File: config.mk
export PLATFORM = sky130hd
export DESIGN_NAME = signed_search_sar
export DESIGN_NICKNAME = d
export VERILOG_FILES = /design/src/rtl/signed_search_sar.sv
export SDC_FILE = /design/constraint.sdc
export NUM_CORES = 1
export LEC_CHECK = 0
export CORE_ASPECT_RATIO = 0.7
export CORE_UTILIZATION = 35
export DETAILED_ROUTE_END_ITERATION = 10
export GPL_TIMING_DRIVEN = 1
export PLACE_DENSITY = 0.58
export RECOVER_POWER = 50
export SLEW_MARGIN = 40
export SYNTH_ARGS = -nofsm -noshare
export SYNTH_HDL_FRONTEND = slang
export SYNTH_SLANG_ARGS = --single-unit
File: constraint.sdc
create_clock -name clk -period 4.37 [get_ports clk]
set_clock_uncertainty 0.05 [all_clocks]
set_input_delay 0.874 -clock clk [delete_from_list [all_inputs] [get_ports clk]]
set_output_delay 0.874 -clock clk [all_outputs]
set_load 0.01 [all_outputs]
File: src/rtl/signed_search_sar.sv
// Successive-approximation search that drives a signed comparator's A operand
// and narrows a WIDTH+1-bit signed [lo, hi] window until the target is found.
module signed_search_sar #(
  parameter int WIDTH = 8,
  parameter int CW    = 4
) (
  input  logic             clk,
  input  logic             reset,
  input  logic             start,
  input  logic [WIDTH-1:0] lo_init,
  input  logic [WIDTH-1:0] hi_init,
  output logic [WIDTH-1:0] probe,
  input  logic             cmp_g,
  input  logic             cmp_q,
  input  logic             cmp_l,
  output logic             busy,
  output logic             done,
  output logic             found,
  output logic             err,
  output logic [WIDTH-1:0] result,
  output logic [CW-1:0]    probes
);

  typedef enum logic [1:0] {IDLE, CALC, EVAL, FIN} state_t;

  localparam logic [2:0] RESP_G = 3'b100;
  localparam logic [2:0] RESP_Q = 3'b010;
  localparam logic [2:0] RESP_L = 3'b001;

  state_t state, state_n;

  logic signed [WIDTH:0]   lo, hi;
  logic signed [WIDTH:0]   lo_n, hi_n;
  logic signed [WIDTH:0]   cur;
  logic signed [WIDTH+1:0] sum;
  logic signed [WIDTH:0]   mid;
  logic [2:0]              resp;
  logic                    empty;
  logic                    exhausted;

  assign resp  = {cmp_g, cmp_q, cmp_l};
  assign cur   = {probe[WIDTH-1], probe};
  assign empty = (lo > hi);
  assign done  = (state == FIN);

  // Dropping the LSB of the widened sum is an arithmetic shift, i.e. floor((lo+hi)/2).
  assign sum = {lo[WIDTH], lo} + {hi[WIDTH], hi};
  assign mid = sum[WIDTH+1:1];

  // NOTE: every always_comb output gets a default first so no latch is inferred.
  always_comb begin
    lo_n = lo;
    hi_n = hi;
    if (resp == RESP_G) hi_n = cur - (WIDTH+1)'(1);
    if (resp == RESP_L) lo_n = cur + (WIDTH+1)'(1);
  end

  assign exhausted = (lo_n > hi_n);

  always_comb begin
    state_n = state;
    case (state)
      IDLE: if (start) state_n = CALC;
      // An empty initial range falls out here, one cycle after acceptance.
      CALC: state_n = empty ? FIN : EVAL;
      EVAL: begin
        case (resp)
          RESP_Q:         state_n = FIN;
          RESP_G, RESP_L: state_n = exhausted ? FIN : CALC;
          default:        state_n = FIN;
        endcase
      end
      FIN:     state_n = IDLE;
      default: state_n = IDLE;
    endcase
  end

  // NOTE: sequential state uses non-blocking assignments only, so every flop
  // samples pre-edge values regardless of statement order.
  always_ff @(posedge clk) begin
    if (reset) begin
      state  <= IDLE;
      lo     <= '0;
      hi     <= '0;
      probe  <= '0;
      result <= '0;
      probes <= '0;
      busy   <= 1'b0;
      found  <= 1'b0;
      err    <= 1'b0;
    end else begin
      state <= state_n;
      case (state)
        IDLE: begin
          if (start) begin
            lo     <= {lo_init[WIDTH-1], lo_init};
            hi     <= {hi_init[WIDTH-1], hi_init};
            found  <= 1'b0;
            err    <= 1'b0;
            probes <= '0;
            busy   <= 1'b1;
          end
        end
        CALC: begin
          if (empty) result <= probe;
          else       probe  <= mid[WIDTH-1:0];
        end
        EVAL: begin
          probes <= probes + CW'(1);
          lo     <= lo_n;
          hi     <= hi_n;
          result <= probe;
          case (resp)
            RESP_Q:         found <= 1'b1;
            RESP_G, RESP_L: found <= 1'b0;
            default: begin
              found <= 1'b0;
              err   <= 1'b1;
            end
          endcase
        end
        FIN:     busy <= 1'b0;
        default: ;
      endcase
    end
  end

endmodule

### Word-level counts from Yosys, hierarchy flattened

Cells that the tools add are included.

| cells by class | value |
|---|---|
| reduce and logical (&&, ||, !) cells | 11 |
| $lt $le $gt $ge | 2 |
| bitwise logic cells | 1 |
| add/subtract/negate cells | 4 |
| mux-type cells | 22 |
| eq/ne operators | 9 |

Operator list:

| cell | count |
|---|---|
| 9-bit two-way mux | 4 |
| 9-bit case mux with 2 select lines | 2 |
| 9-bit greater-than comparator | 2 |
| 8-bit case mux with 2 select lines | 1 |
| 8-bit by 2-bit adder with 9-bit output, second input constant | 1 |
| 9-bit adder | 1 |
| 8-bit by 2-bit subtractor with 9-bit output, second input constant | 1 |
| 8-bit two-way mux | 1 |
| 2-bit case mux with 4 select lines | 1 |
| 4-bit case mux with 2 select lines | 1 |
| 2-bit AND reduction | 4 |
| 2-bit two-way mux | 3 |
| 2-bit != test, second input constant | 3 |
| 1-bit case mux with 2 select lines | 3 |
| 2-bit nonzero test | 3 |
| 1-bit two-way mux | 5 |
| 4-bit by 1-bit adder with 4-bit output, second input constant | 1 |
| 2-bit equality test, second input constant | 2 |
| 4-bit two-way mux | 1 |
| 3-bit by 1-bit equality test with 1-bit output, second input constant | 1 |
| 3-bit by 2-bit equality test with 1-bit output, second input constant | 1 |
| 3-bit equality test, second input constant | 1 |
| 3-bit AND reduction | 1 |
| 3-bit OR reduction | 1 |
| 4 further kinds | 4 |

| word-level totals | value |
|---|---|
| register bits after elaboration | 43 |
| output and inout bits | 24 |
| logic and storage cells | 58 |

### Logic depth before layout (Yosys ltp)

Gate-level depths: netlist (run 1).

| logic depth | value |
|---|---|
| depth in word-level cells | 6 |
| gate-level depth with buffers | 13 |

### Worst setup path before layout (run 1)

OpenSTA, ideal clock, no wires.

| timing | value |
|---|---|
| path type | input port to flip-flop |
| start | in cmp_q |
| end | reg state[1] |
| stages | 10 |
| setup time | 0.143 ns |
| slack | 1.324 ns |
| arrival time | 2.853 ns |
| buffers on the path | 1 |
| cell sequence | or3b_1 -> clkbuf_1 -> nand2_1 -> o21ai_0 -> ha_1 -> a21o_1 -> a2111oi_0 -> o221ai_1 -> nand3_1 -> a221oi_1 |

| between the ends | value |
|---|---|
| longest elaborated chain between the ends | 6 |

Ends and longest elaborated chain:

| item | RTL line | text |
|---|---|---|
| start, declared | 14 | `input logic cmp_q,` |
| 3-bit by 1-bit equality test with 1-bit output or 3-bit equality test (tied branches) | 55, 67, 54 |  |
| 9-bit two-way mux (on tied branches) | 55, 54 |  |
| 9-bit greater-than comparator | 58 | `assign exhausted = (lo_n > hi_n);` |
| 2-bit two-way mux | 69 | `RESP_G, RESP_L: state_n = exhausted ? FIN : CALC;` |
| 2-bit two-way mux (*) | 67 | `case (resp)` |
| 2-bit case mux with 4 select lines (*) | 62 | `case (state)` |
| end signal, assigned | 92 | `state <= state_n;` |
| end, declared | 30 | `state_t state, state_n;` |

Mark *: on every way between the ends. The rest lies on a longest branch, timed or not.
A chain may end at the register's enable or synchronous reset.

### Worst setup path after layout (run 1)

| timing | value |
|---|---|
| start | in cmp_g |
| end | reg state[1] |

| between the ends | value |
|---|---|
| longest elaborated chain between the ends | 6 |

Ends and longest elaborated chain:

| item | RTL line | text |
|---|---|---|
| start, declared | 13 | `input logic cmp_g,` |
| 3-bit by 1-bit equality test with 1-bit output or 3-bit equality test (tied branches) | 55, 67, 54 |  |
| 9-bit two-way mux (on tied branches) | 55, 54 |  |
| 9-bit greater-than comparator | 58 |  |
| 2-bit two-way mux | 69 |  |
| 2-bit two-way mux (*) | 67 |  |
| 2-bit case mux with 4 select lines (*) | 62 |  |

Marked as above.

==> flow_summary.toml, run 1 <==
[die]
core_area_sq_mm = 0.00865
die_h_microns = 82.0
io_pins = 46
fp-row-count = 28
die_area_sq_mm = 0.00954
initial_utilization_pct = 37.0
die_w_microns = 116

[clocking]
clk_latency_ns = 0.29
cts_buffers = 5
cts_tree = "yes"
clock_path_buffers = 2
h-tree-depth = 2
ctsRootBufferMaster = "clkbuf_16"
cts_setup_buffers = 0
cts-hold-fix-buffers = 0
cts.repair.resized = 0
cts.clk_slew.worst_paths_ns = 0.06
cts.sinks = 43

[critical_path]
worstPathMaxFanout = 17
crit_arrival_ns = 3.86
cp_num_buf_inv = 2
path_depth = 10
required_ns = 4.47
critPathLaunchType = "input pin"
cpPeakStageDelay_ns = 0.60
critPathCaptureType = "register"
reg2regPathDepth = 10
critPathTopFamily = "buffers and inverters"
path_cells = "dlygate4sd3_1 > nor3b_2 > clkbuf_1 > o21ai_0 > ha_1 > a21o_1 > a2111oi_0 > o221ai_1 > nand3_1 > a221oi_1"
slowest_stage = "clkbuf_1"
path_class = "input pin to register"

[drt]
drtIter0Drc = 187
ant_nets = 0
vias = 2877
viasPerCell = 5.25
wl_per_cell_microns = 15.4
drcViolationCount = 0
drtPass1Iterations = 4
routed_wl_microns = 8460

[synthesis]
syn_area_sq_mm = 0.00320
synth-main-ff-cell = "dfxtp_1"
ys_ff_latch = 43
yosysWarnings = 0
seq_area_frac_synth_pct = 26.9
avgSynthCellArea_sq_um = 8.09
synth_async_sr_flop_share_pct = 0
synth_fp_nets = 448
synth-edff-count = 0
postSynthCellCount = 396
synth.distinct_cells = 60

[pwr]
swShare_pct = 43.9
worst_ir_drop_vdd_uv = 230
p_comb_share_pct = 56.4
p_clk_share_pct = 17.6
p_seq_share_pct = 26.0
cellPowerDensity_mw_per_mm2 = 661
power.switching_uw = 1110
intPower_uw = 1420
p_leak_uw = 0.00154

[timing]
rsz0062_at_grt = "false"
finalHoldViolCount = 0
fin_setup_tns_ns = 0
tightest_slew_ns = 0.836
setup_viol = 0
period_minus_slack_ns = 3.77
slew_headroom_pct = 43.6
timing.fmax_ghz = 0.265
period_share_pct = 86.2
drv_slew = 0

[placed_design]
place_hpwl_microns = 6200
place_congestion = 0.879
place_area_sq_mm = 0.00367
dp.cells = 540
portBuffers = 45

[cells_and_area]
nets = 479
finalInstanceArea_sq_mm = 0.00382
layout-drive-gt1-share_pct = 8.18
antenna_cells = 0
instances_no_fill = 548
final_core_util_pct = 44.1
syn_to_final_growth_pct = 19.2

[run_status]
outcome = "completed"

[global_route]
antenna_found_initial = 0
grt_max_degree = 55
grt_pass1_vias = 2698
grt.total_usage_pct = 19.4
grt_pass1_wl_microns = 14000
grt_overflow = 0

[job]
maxCapViolations = 0

[min_path]
min_delay_path_depth = 1
min_path_type = "register to register"
-- stage by stage --
step | setup WS [ns] | hold slack, ns | power, uW
2_1_floorplan | 1.32 | 0.421 | 1780
3_3_place_gp | 0.689 | 0.403 | 2110
3_5_place_dp | 0.638 | 0.409 | 2120
4_1_cts | 0.918 | 0.418 | 2580
5_1_grt | 0.366 | 0.444 | 2740
6_report | 0.603 | 0.418 | 2520
-- layout make-up --
class                      instances  area, sq um
multi-input combinational        307         2090
timing repair buffer              49          467
inverter                          21         78.8
clock buffer                       6          139
tap                              120          150
sequential                        43          861
fill                             880         4830
clock inverter                     2         35.0
-- kinds of logic after synthesis --
group                    count (synthesis)  synth area share (%)
AO/OA/AOI/OAI                           86                  18.7
AND/OR/NAND/NOR                        158                  25.2
adder cells (fa/ha/maj)                 30                  12.0
buffers and inverters                   46                  7.54
XOR/XNOR                                19                  5.20
flip-flops                              43                  26.9
multiplexers                            14                  4.45
-- cells in the final DEF (no fill, tap or decap), types with 2 or more instances in the layout --
| cell | netlist | layout |
|---|---|---|
| dlygate4sd3_1 | 0 | 22 |
| o21ai_0 | 19 | 19 |
| a221oi_1 | 5 | 5 |
| a21o_1 | 2 | 2 |
| o22ai_1 | 2 | 2 |
| clkdlybuf4s50_1 | 0 | 22 |
| o31ai_1 | 4 | 4 |
| nand2b_1 | 6 | 5 |
| nand2_1 | 45 | 45 |
| inv_1 | 21 | 21 |
| nand4_1 | 3 | 3 |
| dfxtp_1 | 43 | 43 |
| and3_1 | 2 | 2 |
| nor2b_1 | 4 | 3 |
| nor4_1 | 3 | 3 |
| xnor2_1 | 7 | 7 |
| clkbuf_16 | 0 | 5 |
| buf_4 | 2 | 2 |
| clkbuf_1 | 13 | 3 |
| nand3b_1 | 3 | 3 |
| and2_1 | 3 | 3 |
| ha_1 | 29 | 29 |
| a311oi_1 | 7 | 7 |
| mux2i_1 | 12 | 12 |
| or2b_2 | 13 | 13 |
| nand3_1 | 14 | 14 |
| a211oi_1 | 14 | 14 |
| xor2_1 | 12 | 12 |
| o21bai_1 | 2 | 2 |
| a21oi_1 | 15 | 15 |
| a31oi_1 | 5 | 5 |
| nor2_1 | 49 | 49 |
| nand2b_2 | 1 | 2 |
-- power groups by stage --
stage                     clock network, uW  logic, uW  registers, uW
after floorplan                           0       1170            605
after global placement                    0       1450            662
after detailed placement                  0       1450            663
after CTS                               458       1470            655
after global routing                    471       1590            674
final                                   445       1420            655
-- synthesized netlist by cell type (2+ instances only) --
cell / instances / area, sq um
a311oi_1: 7 / 61.3
and3_1: 2 / 12.5
clkbuf_8: 3 / 41.3
buf_1: 2 / 7.51
and2_1: 3 / 18.8
mux2_2: 2 / 22.5
a21oi_1: 15 / 75.1
ha_1: 29 / 363
or2b_2: 13 / 114
buf_6: 3 / 33.8
a31oi_1: 5 / 31.3
xnor2_1: 7 / 61.3
xor2_1: 12 / 105
o22ai_1: 2 / 12.5
nor2b_1: 4 / 25.0
nand2_1: 45 / 169
mux2i_1: 12 / 120
dfxtp_1: 43 / 861
nand3_1: 14 / 70.1
nor4_1: 3 / 18.8
a21o_1: 2 / 15.0
clkbuf_1: 13 / 48.8
buf_4: 2 / 15.0
nand4_1: 3 / 18.8
o21ai_0: 19 / 95.1
o21bai_1: 2 / 15.0
a221oi_1: 5 / 43.8
a211oi_1: 14 / 105
o31ai_1: 4 / 30.0
nand2b_1: 6 / 37.5
inv_1: 21 / 78.8
nand3b_1: 3 / 22.5
nor2_1: 49 / 184
-- metal layers --
layer,global-route usage (%),vias to the layer above,part of all wire [%]
met5,0,-,0
met4,5.38,0,1.3
li1,-,1444,-
met3,3.39,11,6.1
met1,28.3,1315,53
met2,28.8,107,40
-- worst paths after layout --
check	endpoint	from	slack [ns]
max	state[1]	cmp_g	0.60
min	probes[3]	probes[3]	0.42
max reg2reg	state[1]	probe[2]	1.48
min reg2reg	probes[3]	probes[3]	0.42
-- worst register-to-register path: cells and delay by family (launching register included) --
kind | cells | cell delay [ns]
xor+xnor | 1 | 0.17
flops | 1 | 0.60
compound gates | 5 | 1.09
simple gates | 3 | 0.54
fa+ha+maj | 1 | 0.29
-- flip-flops by register name, summed over array words and instances (netlist names) --
name    cells
result      8
hi          9
lo          9
busy        1
probes      4
found       1
state       2
probe       8
err         1
Power figures use the tool's default switching activity.
==> run 2: changes to the inputs <==
--- a/config.mk
+++ b/config.mk
@@ -5,8 +5,10 @@
 export SDC_FILE = /design/constraint.sdc
 export NUM_CORES = 1
 export LEC_CHECK = 0
+export ABC_CLOCK_PERIOD_IN_PS = 4370
 export CORE_ASPECT_RATIO = 0.7
 export CORE_UTILIZATION = 35
+export CTS_BUF_LIST = sky130_fd_sc_hd__clkbuf_8
 export DETAILED_ROUTE_END_ITERATION = 10
 export GPL_TIMING_DRIVEN = 1
 export PLACE_DENSITY = 0.58
==> flow_summary.toml, run 2 (synthesized netlist as in run 1, its figures left out) <==
[critical_path]
worstPathMaxFanout = 17
reg2reg_slack_ns = 1.43
cpPeakStageDelay_ns = 0.60
worstSetupEndpoint = "state[1]"
critPathLaunchType = "input pin"
crit_path_start = "cmp_g"
slowest_stage = "clkbuf_1"
crit_arrival_ns = 3.86
critPathCaptureType = "register"
reg2regPathDepth = 12
reg2reg_from = "probe[0]"
path_class = "input pin to register"
path_cells = "dlygate4sd3_1 > nor3b_1 > clkbuf_1 > o21ai_0 > ha_1 > a21o_1 > a2111oi_0 > o221ai_1 > nand3_1 > a221oi_1"
reg2reg_to = "state[1]"
required_ns = 4.50

[cells_and_area]
largestRegisters = "hi (9), lo (9)"
layout_commonest_cell = "nor2_1"
nets = 479
finalInstanceArea_sq_mm = 0.00376
layout-drive-gt1-share_pct = 8.18
most-common-layout-cells = "49 x nor2_1, 45 x nand2_1, 43 x dfxtp_1, 29 x ha_1, 24 x clkdlybuf4s50_1"
syn_to_final_growth_pct = 17.4
instances_no_fill = 548
antenna_cells = 0

[placed_design]
place_hpwl_microns = 6200
place_congestion = 0.879
dp_slack_ns = 0.638
portBuffers = 45
place_area_sq_mm = 0.00367
dp.cells = 540

[clocking]
cts_buffers = 5
ctsRootBufferMaster = "clkbuf_8"
cts_setup_buffers = 0
clk_latency_ns = 0.32
h-tree-depth = 2
cts.repair.resized = 0
cts_tree = "yes"
cts.clk_slew.worst_paths_ns = 0.09
clock_path_buffers = 2
cts-hold-fix-buffers = 0
cts.sinks = 43

[timing]
fin_setup_tns_ns = 0
timing.fmax_ghz = 0.268
period_share_pct = 85.5
finalHoldViolCount = 0
rsz0062_at_grt = "false"
tightest_slew_ns = 0.834
hold_slack_ns = 0.419
drv_slew = 0
setup_viol = 0
period_minus_slack_ns = 3.74
finalWorstSetupSlack_ns = 0.633
slew_headroom_pct = 43.7

[drt]
drtIter0Drc = 199
drtPass1Iterations = 4
ant_nets = 0
routed_wl_microns = 8470
vias = 2836
viasPerCell = 5.18
wl_per_cell_microns = 15.5
drcViolationCount = 0

[pwr]
cellPowerDensity_mw_per_mm2 = 643
swShare_pct = 45.6
p_comb_share_pct = 58.8
power.switching_uw = 1100
p_seq_share_pct = 27.1
p_leak_uw = 0.00151
intPower_uw = 1320
worst_ir_drop_vdd_uv = 182
p_clk_share_pct = 14.1

[min_path]
min_path_type = "register to register"
min_delay_path_depth = 1

[die]
core_area_sq_mm = 0.00865
die_h_microns = 82.0
io_pins = 46
die_w_microns = 116
fp-row-count = 28
initial_utilization_pct = 37.0
die_area_sq_mm = 0.00954

[run_status]
outcome = "completed"

[global_route]
use_met3_pct = 4.21
use_met2_pct = 28.5
gr-usage-met1_pct = 28.0
grt_overflow = 0
grt.total_usage_pct = 19.5
grt_pass1_vias = 2703
grt.busiest_layer = "met2"
antenna_found_initial = 0
grt_pass1_wl_microns = 13900
grt_max_degree = 55

[job]
maxCapViolations = 0
-- run 2: layer usage --
| metal | routed length, microns | vias to the layer above |
|---|---|---|
| li1 | - | 1442 |
| met1 | 4610 | 1311 |
| met2 | 3390 | 72 |
| met3 | 383 | 11 |
| met4 | 93 | 0 |
| met5 | 0 | - |
-- run 2: area by class of cell --
type | instances | area [sq um]
fill | 887 | 4890
inverter | 21 | 78.8
sequential | 43 | 861
clock inverter | 2 | 35.0
timing repair buffer | 49 | 470
clock buffer | 6 | 82.6
multi-input combinational | 307 | 2080
tap | 120 | 150
-- run 2: how the worst min path moves through the flow --
stage / startpoint / end / slack [ns]
after floorplan: hi[8] / hi[8] / 0.42
after global placement: probes[3] / probes[3] / 0.40
after detailed placement: probes[3] / probes[3] / 0.41
after CTS: probes[3] / probes[3] / 0.42
after global routing: busy / busy / 0.45
final: probes[3] / probes[3] / 0.42
-- run 2: per-stage QoR --
step           power (uW)  util (%)
2_1_floorplan        1780         -
3_3_place_gp         2110      42.4
3_5_place_dp         2120      42.4
4_1_cts              2470      43.8
5_1_grt              2630      43.5
6_report             2420      43.5
-- run 2: worst max-delay path, delay by kind of cell --
family	cells	cell delay, ns
AND/OR/NAND/NOR	2	0.35
AO/OA/AOI/OAI	5	1.10
adder cells (fa/ha/maj)	1	0.35
buffers and inverters	2	1.17
-- run 2: power by group through the flow --
stage / combinational, uW / clock, uW / sequential [uW]
after global routing: 1590 / 362 / 674
after detailed placement: 1450 / 0 / 663
final: 1420 / 341 / 655
after CTS: 1470 / 349 / 654
after global placement: 1450 / 0 / 662
after floorplan: 1170 / 0 / 605
